<file path="src/rtl/fetch_buffer.sv">
// fetch_buffer: sequential instruction fetch with req/gnt memory port, in-flight PC queue and decode FIFO.
// Build option: define FETCH_ALIGN_CHK_EN to fault on misaligned redirect targets instead of masking them.
module fetch_buffer #(
    parameter int XLEN = 64,
    parameter int ILEN = 32,
    parameter int DEPTH = 4,
    parameter logic [XLEN-1:0] RESET_PC = XLEN'(64'h0000_0000_8000_0000)
) (
    input  logic            clk,
    input  logic            reset,
    output logic            instr_mem_req_o,
    output logic [XLEN-1:0] instr_mem_addr_o,
    input  logic            instr_mem_gnt_i,
    input  logic            instr_mem_rvalid_i,
    input  logic [ILEN-1:0] instr_mem_rdata_i,
    input  logic            redirect_i,
    input  logic [XLEN-1:0] redirect_pc_i,
    output logic            fetch_valid_o,
    input  logic            fetch_ready_i,
    output logic [ILEN-1:0] fetch_instr_o,
    output logic [XLEN-1:0] fetch_pc_o,
    output logic            fetch_fault_o
);
    localparam int AW = $clog2(DEPTH);
    localparam int CW = AW + 1;
    localparam logic [XLEN-1:0] STEP = XLEN'(ILEN / 8);
    localparam logic [CW:0] FULL = (CW + 1)'(DEPTH);

    logic [XLEN-1:0] fetch_pc;
    logic [XLEN-1:0] target;
    logic [CW-1:0]   occupancy;
    logic [CW-1:0]   outstanding;
    logic [CW-1:0]   drop_cnt;
    logic [CW-1:0]   pending;
    logic [CW-1:0]   drop_next;
    logic [CW:0]     in_use;
    logic [AW-1:0]   pq_wr;
    logic [AW-1:0]   pq_rd;
    logic [AW-1:0]   fq_wr;
    logic [AW-1:0]   fq_rd;
    logic [XLEN-1:0] pq_pc [DEPTH];
    logic [XLEN-1:0] fq_pc [DEPTH];
    logic [ILEN-1:0] fq_instr [DEPTH];
    logic            fault;
    logic            grant;
    logic            accept;
    logic            deq;

`ifdef FETCH_ALIGN_CHK_EN
    assign target = redirect_pc_i;
    // A misaligned redirect parks the stage until reset or an aligned redirect.
    always_ff @(posedge clk or negedge reset) begin
        if (!reset)
            fault <= 1'b0;
        else if (redirect_i)
            fault <= redirect_pc_i[1:0] != 2'b00;
    end
`else
    assign target = redirect_pc_i & ~XLEN'(3);
    assign fault  = 1'b0;
`endif

    // Every buffered or in-flight instruction holds a credit, so a response always finds room.
    assign in_use           = {1'b0, occupancy} + {1'b0, outstanding};
    assign instr_mem_req_o  = reset && !redirect_i && !fault && (in_use < FULL) && (drop_cnt == '0);
    assign instr_mem_addr_o = fetch_pc;
    assign grant            = instr_mem_req_o && instr_mem_gnt_i;
    // Stray responses with nothing outstanding (e.g. after reset) are ignored.
    assign accept           = instr_mem_rvalid_i && (drop_cnt == '0) && (outstanding != '0);
    assign deq              = fetch_valid_o && fetch_ready_i;
    // On redirect every live request becomes one to drop, minus the one returning right now.
    assign pending          = drop_cnt + outstanding;
    assign drop_next        = pending - CW'(instr_mem_rvalid_i && (pending != '0));

    assign fetch_valid_o = occupancy != '0;
    assign fetch_pc_o    = fetch_valid_o ? fq_pc[fq_rd] : '0;
    assign fetch_instr_o = fetch_valid_o ? fq_instr[fq_rd] : '0;
    assign fetch_fault_o = fault;

    // Fetch PC: restart on redirect, advance by one instruction per grant.
    always_ff @(posedge clk or negedge reset) begin
        if (!reset)
            fetch_pc <= RESET_PC;
        else if (redirect_i)
            fetch_pc <= target;
        else if (grant)
            fetch_pc <= fetch_pc + STEP;
    end

    // Occupancy, outstanding and drop counters; redirect dominates all other events.
    always_ff @(posedge clk or negedge reset) begin
        if (!reset) begin
            occupancy   <= '0;
            outstanding <= '0;
            drop_cnt    <= '0;
        end else if (redirect_i) begin
            occupancy   <= '0;
            outstanding <= '0;
            drop_cnt    <= drop_next;
        end else begin
            occupancy   <= occupancy + CW'(accept) - CW'(deq);
            outstanding <= outstanding + CW'(grant) - CW'(accept);
            drop_cnt    <= drop_cnt - CW'(instr_mem_rvalid_i && (drop_cnt != '0));
        end
    end

    // Queue pointers for the in-flight PC queue and the decode FIFO.
    always_ff @(posedge clk or negedge reset) begin
        if (!reset) begin
            pq_wr <= '0;
            pq_rd <= '0;
            fq_wr <= '0;
            fq_rd <= '0;
        end else if (redirect_i) begin
            pq_wr <= '0;
            pq_rd <= '0;
            fq_wr <= '0;
            fq_rd <= '0;
        end else begin
            pq_wr <= pq_wr + AW'(grant);
            pq_rd <= pq_rd + AW'(accept);
            fq_wr <= fq_wr + AW'(accept);
            fq_rd <= fq_rd + AW'(deq);
        end
    end

    // Storage: granted PCs wait for their response, then pair with it in the FIFO.
    always_ff @(posedge clk) begin
        if (grant)
            pq_pc[pq_wr] <= fetch_pc;
        if (accept) begin
            fq_pc[fq_wr]    <= pq_pc[pq_rd];
            fq_instr[fq_wr] <= instr_mem_rdata_i;
        end
    end
endmodule

</file>
<file path="config.mk">
export PLATFORM = sky130hd
export DESIGN_NAME = fetch_buffer
export DESIGN_NICKNAME = d
export VERILOG_FILES = /design/src/rtl/fetch_buffer.sv
export SDC_FILE = /design/constraint.sdc
export NUM_CORES = 1
export LEC_CHECK = 0
export ABC_AREA = 1
export CORE_ASPECT_RATIO = 1.2
export CORE_MARGIN = 5
export CORE_UTILIZATION = 62
export CTS_CLUSTER_SIZE = 40
export DETAILED_ROUTE_END_ITERATION = 16
export PLACE_DENSITY = 0.83
export REMOVE_ABC_BUFFERS = 1
export SYNTH_ARGS = -nofsm -noshare
export SYNTH_HDL_FRONTEND = slang
export SYNTH_SLANG_ARGS = --single-unit
</file>
<file path="constraint.sdc">
create_clock -name clk -period 14.2 [get_ports clk]
set_input_delay 1.42 -clock clk [delete_from_list [all_inputs] [get_ports clk]]
set_output_delay 1.42 -clock clk [all_outputs]
set_load 0.02 [all_outputs]
</file>
==> results.yml, run 1 <==
detailed_routing:
  drt.antenna.violating_nets: 0
  vias: 21400
  wl_per_cell_um: 21.8
  dr.pass1.iters: 5
  wl_um: 78300
  drc: 0
  avgViaCountPerCell: 5.94
  drt-initial-drc-count: 2319
power:
  comb_power_share_pct: 27.0
  p_int_w: 0.00385
  irDropWorstVdd_uv: 145
  power.switching_w: 0.00179
  p_clk_share_pct: 29.8
  p_leak_nw: 12.6
  p_sw_share_pct: 31.7
  seqPwrFrac_pct: 43.2
  power_density_mw_per_mm2: 162
synthesis:
  ys_warn_count: 0
  synth_edf_count: 624
  synthCells: 2698
  syn_avg_cell_area_um2: 11.0
  yosys.area.top_type: "edfxtp_1"
  synthTopCellsByArea: "edfxtp_1 63%, nor2_1 7.9%, dfrtp_1 6.6%"
  synthFlopType: "edfxtp_1"
  syn_area_mm2: 0.0297
  yosysSeqAreaShare_pct: 69.7
  synth-seq-cells: 703
  yosysTopAreaCellShare_pct: 63.0
  synth.distinct_cells: 39
  async_flop_share_pct: 11.2
sta:
  min_period_over_period_pct: 40.2
  hold_viol_final: 0
  rsz0062_at_grt: "no"
  setup_viol: 0
  worst_clock_skew_ps: 15.6
  period_minus_slack_ps: 5710
  slew_headroom_pct: 19.0
  final_max_slew_viol_count: 0
  tightest_slew_ps: 1210
  setup_tns_ps: 0
  max_freq_ghz: 0.175
worst_hold_path:
  whs_endpoint: "fq_wr[1]"
  min_path_cells: 2
  hold_path_class: "reg -> reg"
  hold_start: "fq_wr[1]"
cts:
  htreeDepth: 2
  hold_buffers: 0
  cts_buffer_depth: 3
  numClockSinks: 703
  root_buffer: "clkbuf_16"
  cts_resized: 0
  tritoncts: "built"
  clock_latency_ps: 630
  cts_buffers: 61
  clk_pin_slew_ps: 70
  cts_setup_buffers: 0
global_routing:
  overflow: 0
  grt_max_degree: 127
  grt_pass1_wl_um: 118000
  antenna_found_initial: 0
  grt_use_total_pct: 29.2
  grt_pass1_vias: 21300
final_layout:
  final_cell_area_mm2: 0.0348
  n_fill_cell: 3061
  area_growth_pct: 17.1
  utilization_pct: 72.9
  n_antenna_cell: 0
  nets: 3030
  drive_gt1_share_pct: 6.28
placement:
  gp_congestion: 0.940
  post_dp_cell_area_mm2: 0.0328
  portBuffers: 257
  dp_hpwl_um: 47000
die:
  die_x_um: 210
  coreArea_mm2: 0.0478
  die_h_um: 250
  boundaryPins: 265
  std_cell_rows: 88
  die-area_mm2: 0.0525
  initial_core_util_pct: 62.2
setup_path:
  r2r-start: "outstanding[1]"
  r2r_setup_slack_ps: 10790
  cp_max_fo: 126
  crit-reg2reg-capture: "instr_mem_addr_o[53]"
  worst_ep_required_time_ps: 12780
  startpoint_type: "flip-flop"
  worstSetupPathType: "reg -> out"
  reg2reg_depth: 7
  arrival_ps: 4290
  endpoint_kind: "output port"
status:
  status: "complete, no violations"
run:
  maxCapViolations: 0
==> per-stage QoR <==
stage / cells / hold WS [ps] / worst slack (ps) / power [W]
after floorplan: 2559 / 544 / 5570 / 0.00324
after global placement: 3476 / 605 / 9300 / 0.00394
after detailed placement: 3476 / 607 / 9200 / 0.00399
after CTS: 3592 / 629 / 8520 / 0.00565
after global routing: 3592 / 638 / 8270 / 0.00585
final: 3592 / 628 / 8490 / 0.00563
==> power by group through the flow <==
stage          registers [W]  clock network, W  logic (W)
3_3_place_gp         0.00247                 0    0.00147
2_1_floorplan        0.00249                 0   0.000755
6_report             0.00243           0.00168    0.00152
3_5_place_dp         0.00247                 0    0.00151
4_1_cts              0.00243           0.00170    0.00153
5_1_grt              0.00244           0.00179    0.00163
==> Yosys cell counts (2+ instances only) <==
cell / count
nor2_2: 7
or2_2: 3
xor2_1: 9
clkbuf_1: 83
dfrtp_1: 78
nor2_4: 5
o21bai_1: 13
o21ai_0: 319
nand3_1: 123
o22ai_1: 62
nor2_1: 623
xnor2_1: 21
nand2_1: 364
ha_1: 16
fa_1: 3
and3_1: 2
nand3_2: 2
mux2i_1: 2
buf_2: 40
buf_4: 8
o21ai_1: 5
nand4_1: 7
nand2_2: 12
buf_1: 9
a21oi_1: 98
buf_6: 3
edfxtp_1: 624
o211ai_1: 2
nor3_1: 12
inv_2: 8
inv_1: 127
==> logic make-up (layout without fill, tap and decap cells) <==
family,after synthesis,in the layout,synth area share [%]
multiplexers,2,2,0.0673
AND/OR/NAND/NOR,1165,1165,15.8
XOR/XNOR,30,30,0.884
other,1,5,0.0126
flip-flops,703,703,69.7
adder cells (fa/ha/maj),19,19,0.875
AO/OA/AOI/OAI,499,499,8.79
buffers and inverters,279,539,3.87
==> critical path: stages (launching register included) <==
cell	delay, ps
dfrtp_4	730
inv_4	580
buf_4	920
o21ai_0	250
a21oi_1	290
clkdlybuf4s50_1	660
==> placed cells by master (no fill, tap or decap), types with 16 or more instances in the layout <==
cell	Yosys	final
clkdlybuf4s50_1	0	255
inv_1	127	124
clkinv_2	0	18
nor2_1	623	622
clkbuf_16	0	62
o21ai_0	319	319
nand3_1	123	123
buf_4	8	31
nand2_1	364	364
xnor2_1	21	21
a21oi_1	98	98
o22ai_1	62	62
edfxtp_1	624	624
dfrtp_1	78	75
ha_1	16	16
==> per-layer routing <==
layer  vias up  part of all wire [%]  GRT usage, %
li1       9703                     -             -
met4         0                   4.1          11.4
met1     10400                    37          37.4
met3       185                   8.6          4.44
met5         -                     0             0
met2      1098                    51          50.5
==> registers in the layout, summed over array words and instances, names as in the netlist, 3 cells and up <==
register,count
drop_cnt,3
fq_instr,128
fq_pc,248
instr_mem_addr_o,62
occupancy,3
outstanding,3
pq_pc,248
==> final cells by class <==
type / instances / area (µm²) / share of cell area, %
Timing Repair Buffer: 287 / 2790 / 8.01
Sequential cell: 703 / 20700 / 59.5
Multi-Input combinational cell: 1720 / 7940 / 22.8
Tap cell: 630 / 788 / 2.26
Inverter: 136 / 514 / 1.48
Clock buffer: 77 / 1670 / 4.79
Clock inverter: 39 / 394 / 1.13
==> worst max-delay path by stage <==
stage,startpoint,endpoint,slack [ps],depth (start not counted)
3_5_place_dp,fq_rd[1],fetch_pc_o[14],9200,6
4_1_cts,fq_rd[0],fetch_pc_o[62],8520,5
2_1_floorplan,instr_mem_rvalid_i,fq_instr[0][0],5570,2
3_3_place_gp,fq_rd[0],fetch_pc_o[62],9300,5
5_1_grt,fq_rd[0],fetch_instr_o[12],8270,5
6_report,fq_rd[0],fetch_pc_o[62],8490,5
(Power assumes the default switching activity.)
==> inputs of run 2 (changes only) <==
Settings changed: CORE_UTILIZATION 62 to 52, PLACE_DENSITY 0.83 to 0.74.
Clock period 14.2 ns to 4.6 ns, I/O delays scaled along.
==> run 2 against run 1 <==
Effect of this change: register-to-register slack lost 8900 ps; clock skew rose by 12 ps; global-route usage shrank 4.3 points; critical path type unchanged; largest cell class unchanged; highest routed layer unchanged.
==> results.yml, run 2 (synthesis gave the netlist of run 1 again) <==
status:
  status: "complete, no violations"
worst_hold_path:
  hold_path_class: "in -> async"
final_layout:
  final_cell_area_mm2: 0.0353
  n_antenna_cell: 0
  seqCellArea_mm2: 0.0207
  nets: 3041
  multiInputGateArea_mm2: 0.00794
  area_growth_pct: 18.8
  n_fill_cell: 4387
  fin_cells: 3710
  top_regs: "fq_pc: 248 flops, pq_pc: 248 flops, fq_instr: 128 flops"
  drive_gt1_share_pct: 6.42
  layout_commonest_cell: "edfxtp_1"
  layout_common_cells: "624 x edfxtp_1, 622 x nor2_1, 364 x nand2_1, 319 x o21ai_0, 255 x clkdlybuf4s50_1"
global_routing:
  use_met3_pct: 3.74
  use_met2_pct: 44.0
  busiest_layer: "met2"
  antenna_found_initial: 0
  grt_pass1_vias: 21000
  grt_pass1_wl_um: 120000
  met1_usage_pct: 31.1
  grt_max_degree: 190
  overflow: 0
  grt_use_total_pct: 24.9
cts:
  clk_pin_slew_ps: 60
  cts_buffer_depth: 3
  htreeDepth: 3
  root_buffer: "clkbuf_16"
  clock_latency_ps: 610
  numClockSinks: 703
  tritoncts: "built"
  cts_resized: 0
  cts_setup_buffers: 0
  cts_buffers: 68
setup_path:
  worst_ep_required_time_ps: 4140
  crit_path_end: "fetch_pc_o[51]"
  arrival_ps: 3240
  cp-startpoint: "fq_rd[0]"
  crit-reg2reg-capture: "occupancy[2]"
  r2r-start: "occupancy[1]"
  worstSetupPathType: "reg -> out"
  cp_max_fo: 70
  r2r_setup_slack_ps: 1910
  endpoint_kind: "output port"
  reg2reg_depth: 12
  startpoint_type: "flip-flop"
sta:
  worst_clock_skew_ps: 27.3
  slew_headroom_pct: 24.3
  hold_viol_final: 0
  min_period_over_period_pct: 80.5
  tightest_slew_ps: 1140
  setup_viol: 0
  final_max_slew_viol_count: 0
  period_minus_slack_ps: 3700
  rsz0062_at_grt: "no"
  layout_setup_ws_ps: 897
  max_freq_ghz: 0.270
  setup_tns_ps: 0
die:
  initial_core_util_pct: 52.2
  die_h_um: 272
  die_x_um: 228
  die-area_mm2: 0.0621
  coreArea_mm2: 0.0569
  boundaryPins: 265
  std_cell_rows: 96
placement:
  dp_cells: 3584
  dp_hpwl_um: 48400
  gp_congestion: 0.907
  post_dp_cell_area_mm2: 0.0330
  portBuffers: 257
  place_ws_ps: 1530
detailed_routing:
  wl_um: 79300
  vias: 21000
  drt-initial-drc-count: 1958
  drt.antenna.violating_nets: 0
  drc: 0
  wl_per_cell_um: 21.4
  avgViaCountPerCell: 5.65
  dr.pass1.iters: 5
run:
  maxCapViolations: 0
power:
  irDropWorstVdd_uv: 571
  power_density_mw_per_mm2: 507
  p_leak_nw: 12.7
run 2: per-stage QoR:
step,power [W],hold slack (ps),util (%)
detailed placement,0.0124,433,58.0
finish,0.0179,332,62.1
global route,0.0187,378,62.1
floorplan,0.0100,164,-
global placement,0.0123,421,58.0
CTS,0.0180,333,62.1
run 2: per-layer routing:
metal,part of all wire [%],up-vias,wire (µm)
li1,-,9726,-
met1,39,10300,30600
met2,51,833,40600
met3,6.6,154,5270
met4,3.5,0,2800
met5,0,-,0
run 2: layout make-up:
type	instances	area share, %
Clock buffer	104	5.75
Inverter	136	1.46
Multi-Input combinational cell	1720	22.5
Sequential cell	703	58.7
Tap cell	735	2.60
Clock inverter	21	0.800
Timing Repair Buffer	291	8.27
run 2: worst min path at each step:
stage	start	endpoint	slack [ps]	depth (start not counted)
2_1_floorplan	reset	drop_cnt[0]	160	0
3_3_place_gp	reset	outstanding[0]	420	1
3_5_place_dp	reset	outstanding[1]	430	1
4_1_cts	reset	outstanding[1]	330	2
5_1_grt	reset	outstanding[1]	380	2
6_report	reset	outstanding[1]	330	2
run 2: critical path: stages (launching register included):
cell	delay, ps
dfrtp_4	500
inv_4	550
buf_4	480
o21ai_0	150
a21oi_1	230
clkdlybuf4s50_1	670
run 2: power by group:
| group | internal (W) | switching, W | leakage (nW) |
|---|---|---|---|
| clock network | 0.00340 | 0.00230 | 1.13 |
| logic | 0.00183 | 0.00297 | 5.00 |
| registers | 0.00714 | 0.000297 | 6.60 |
run 2: repair_timing:
action	4_1_cts	5_1_grt
hold buffers	1	0
endpoints found under the setup margin	0	0
endpoints found under the hold margin	27	0
==> inputs of run 3 (changes only) <==
Clock period 4.6 ns to 3.3 ns, I/O delays scaled along.
==> run 3 against run 2 <==
Effect of this change: sequential power up 40%; clock skew down 3.0 ps; cell count up 0.22%; hold slack worse by 19 ps; register-to-register slack worse by 1300 ps; via count about the same; core utilization up 0.40 points; setup slack worse by 760 ps; global-route usage about the same; first-iteration DRC count down 0.92%; count of clock-buffer cells in the layout down 13; critical path depth up 1.
==> results.yml, run 3 (synthesis gave the netlist of run 1 again) <==
cts:
  root_buffer: "clkbuf_16"
  cts_buffer_depth: 3
  cts_buffers: 68
  clock_latency_ps: 610
  tritoncts: "built"
  htreeDepth: 3
  clk_pin_slew_ps: 60
  numClockSinks: 703
global_routing:
  grt_pass1_vias: 20800
  antenna_found_initial: 0
  overflow: 0
  grt_use_total_pct: 24.9
  grt_pass1_wl_um: 120000
  grt_max_degree: 126
final_layout:
  n_antenna_cell: 0
  final_cell_area_mm2: 0.0356
  layout_common_cells: "624 x edfxtp_1, 622 x nor2_1, 364 x nand2_1, 319 x o21ai_0, 250 x clkdlybuf4s50_1"
  area_growth_pct: 19.6
  layout_commonest_cell: "edfxtp_1"
  nets: 3052
  n_fill_cell: 4328
  top_regs: "fq_pc: 248 flops, pq_pc: 248 flops, fq_instr: 128 flops"
  drive_gt1_share_pct: 6.94
placement:
  post_dp_cell_area_mm2: 0.0332
  portBuffers: 257
  gp_congestion: 0.885
  dp_hpwl_um: 49100
status:
  status: "complete, no violations"
die:
  std_cell_rows: 96
  die_x_um: 228
  initial_core_util_pct: 52.2
  boundaryPins: 265
  coreArea_mm2: 0.0569
  die-area_mm2: 0.0621
  die_h_um: 272
power:
  power.switching_w: 0.00776
  p_leak_nw: 12.8
  power_density_mw_per_mm2: 708
  seqPwrFrac_pct: 41.2
  p_int_w: 0.0174
  irDropWorstVdd_uv: 873
  p_clk_share_pct: 32.0
  p_sw_share_pct: 30.8
  comb_power_share_pct: 26.8
setup_path:
  startpoint_type: "flip-flop"
  reg2reg_depth: 12
  cp_top_family: "buffers and inverters"
  r2r-start: "outstanding[1]"
  arrival_ps: 2840
  cp.depth: 6
  crit_path_end: "fetch_instr_o[10]"
  crit-reg2reg-capture: "outstanding[2]"
  worstSetupPathType: "reg -> out"
  cp_max_fo: 48
  cp_slowest_cell: "clkdlybuf4s50_1"
  worst_ep_required_time_ps: 2970
  cp_num_buf_inv: 3
  endpoint_kind: "output port"
  cp_cell_sequence: "clkinv_2, buf_12, nor2_1, o21ai_0, a21oi_1, clkdlybuf4s50_1"
  critPathMaxStageDelay_ps: 670
  cp-startpoint: "fq_rd[1]"
  r2r_setup_slack_ps: 580
sta:
  setup_viol: 0
  rsz0062_at_grt: "no"
  setup_tns_ps: 0
  slew_headroom_pct: 44.3
  min_period_over_period_pct: 96.0
  final_max_slew_viol_count: 0
  worst_clock_skew_ps: 24.3
  period_minus_slack_ps: 3170
  tightest_slew_ps: 835
  hold_viol_final: 0
  max_freq_ghz: 0.316
detailed_routing:
  wl_um: 79200
  wl_per_cell_um: 21.3
  dr.pass1.iters: 6
  vias: 21000
  drt-initial-drc-count: 1940
  drc: 0
  drt.antenna.violating_nets: 0
  avgViaCountPerCell: 5.64
worst_hold_path:
  hold_path_class: "in -> async"
run:
  maxCapViolations: 0
## run 3: cell count changes in the layout (fill, tap and decap cells not counted)
| cell | change |
|---|---|
| buf_4 | +3 |
| buf_8 | +1 |
| buf_12 | +11 |
| clkinv_2 | +7 |
| clkinv_1 | +1 |
| clkbuf_16 | +2 |
| clkinv_8 | -2 |
| clkdlybuf4s50_1 | -5 |
| buf_6 | +1 |
| clkbuf_1 | -4 |
| clkbuf_8 | -11 |
| bufinv_16 | +4 |
## run 3: worst min-delay path by stage
stage | startpoint | endpoint | slack (ps) | depth (start not counted)
detailed placement | reset | drop_cnt[0] | 420 | 2
CTS | redirect_i | fq_rd[1] | 280 | 5
floorplan | reset | drop_cnt[0] | 30 | 0
global placement | reset | drop_cnt[0] | 410 | 2
finish | reset | drop_cnt[1] | 310 | 3
global route | redirect_pc_i[2] | instr_mem_addr_o[2] | 340 | 3
## run 3: timing repair
item                                    CTS  global route
hold buffers                              1             0
buffers inserted                          0             1
hold endpoints to repair                 27             0
endpoints found under the setup margin    0            16
gates resized for setup                   0             1
## run 3: stage by stage
step | total power, W | utilization, % | hold WS (ps) | worst slack, ps | cells
after floorplan | 0.0135 | - | 34.4 | -4600 | 2559
after global placement | 0.0172 | 58.3 | 406 | 629 | 3594
after detailed placement | 0.0173 | 58.3 | 415 | 591 | 3594
after CTS | 0.0253 | 62.4 | 279 | 24.7 | 3717
after global routing | 0.0262 | 62.5 | 338 | 34.9 | 3718
final | 0.0252 | 62.5 | 313 | 132 | 3718
## run 3: cell type report
type                            instances  area [µm²]  share of cell area (%)
Sequential cell                       703       20700                    58.3
Multi-Input combinational cell       1720        7940                    22.3
Timing Repair Buffer                  302        3140                    8.83
Clock buffer                           91        1910                    5.38
Tap cell                              735         920                    2.59
Inverter                              136         514                    1.45
Clock inverter                         31         409                    1.15
## run 3: power by group through the flow
stage               clock network, W  registers (W)  logic, W
finish                       0.00806         0.0104   0.00676
detailed placement                 0         0.0106   0.00676
floorplan                          0         0.0107   0.00285
global route                 0.00856         0.0104   0.00725
global placement                   0         0.0105   0.00661
CTS                          0.00820         0.0104   0.00678
## run 3: per-layer routing
layer | share of wire (%) | global-route usage [%]
met3 | 7.2 | 3.97
met4 | 3.7 | 9.56
met1 | 39 | 31.7
met5 | 0 | 0
met2 | 50 | 43.3
## run 3: tightest hold or removal path: stages
cell and delay [ps]:
dlygate4sd3_1 520, buf_4 120, buf_4 370
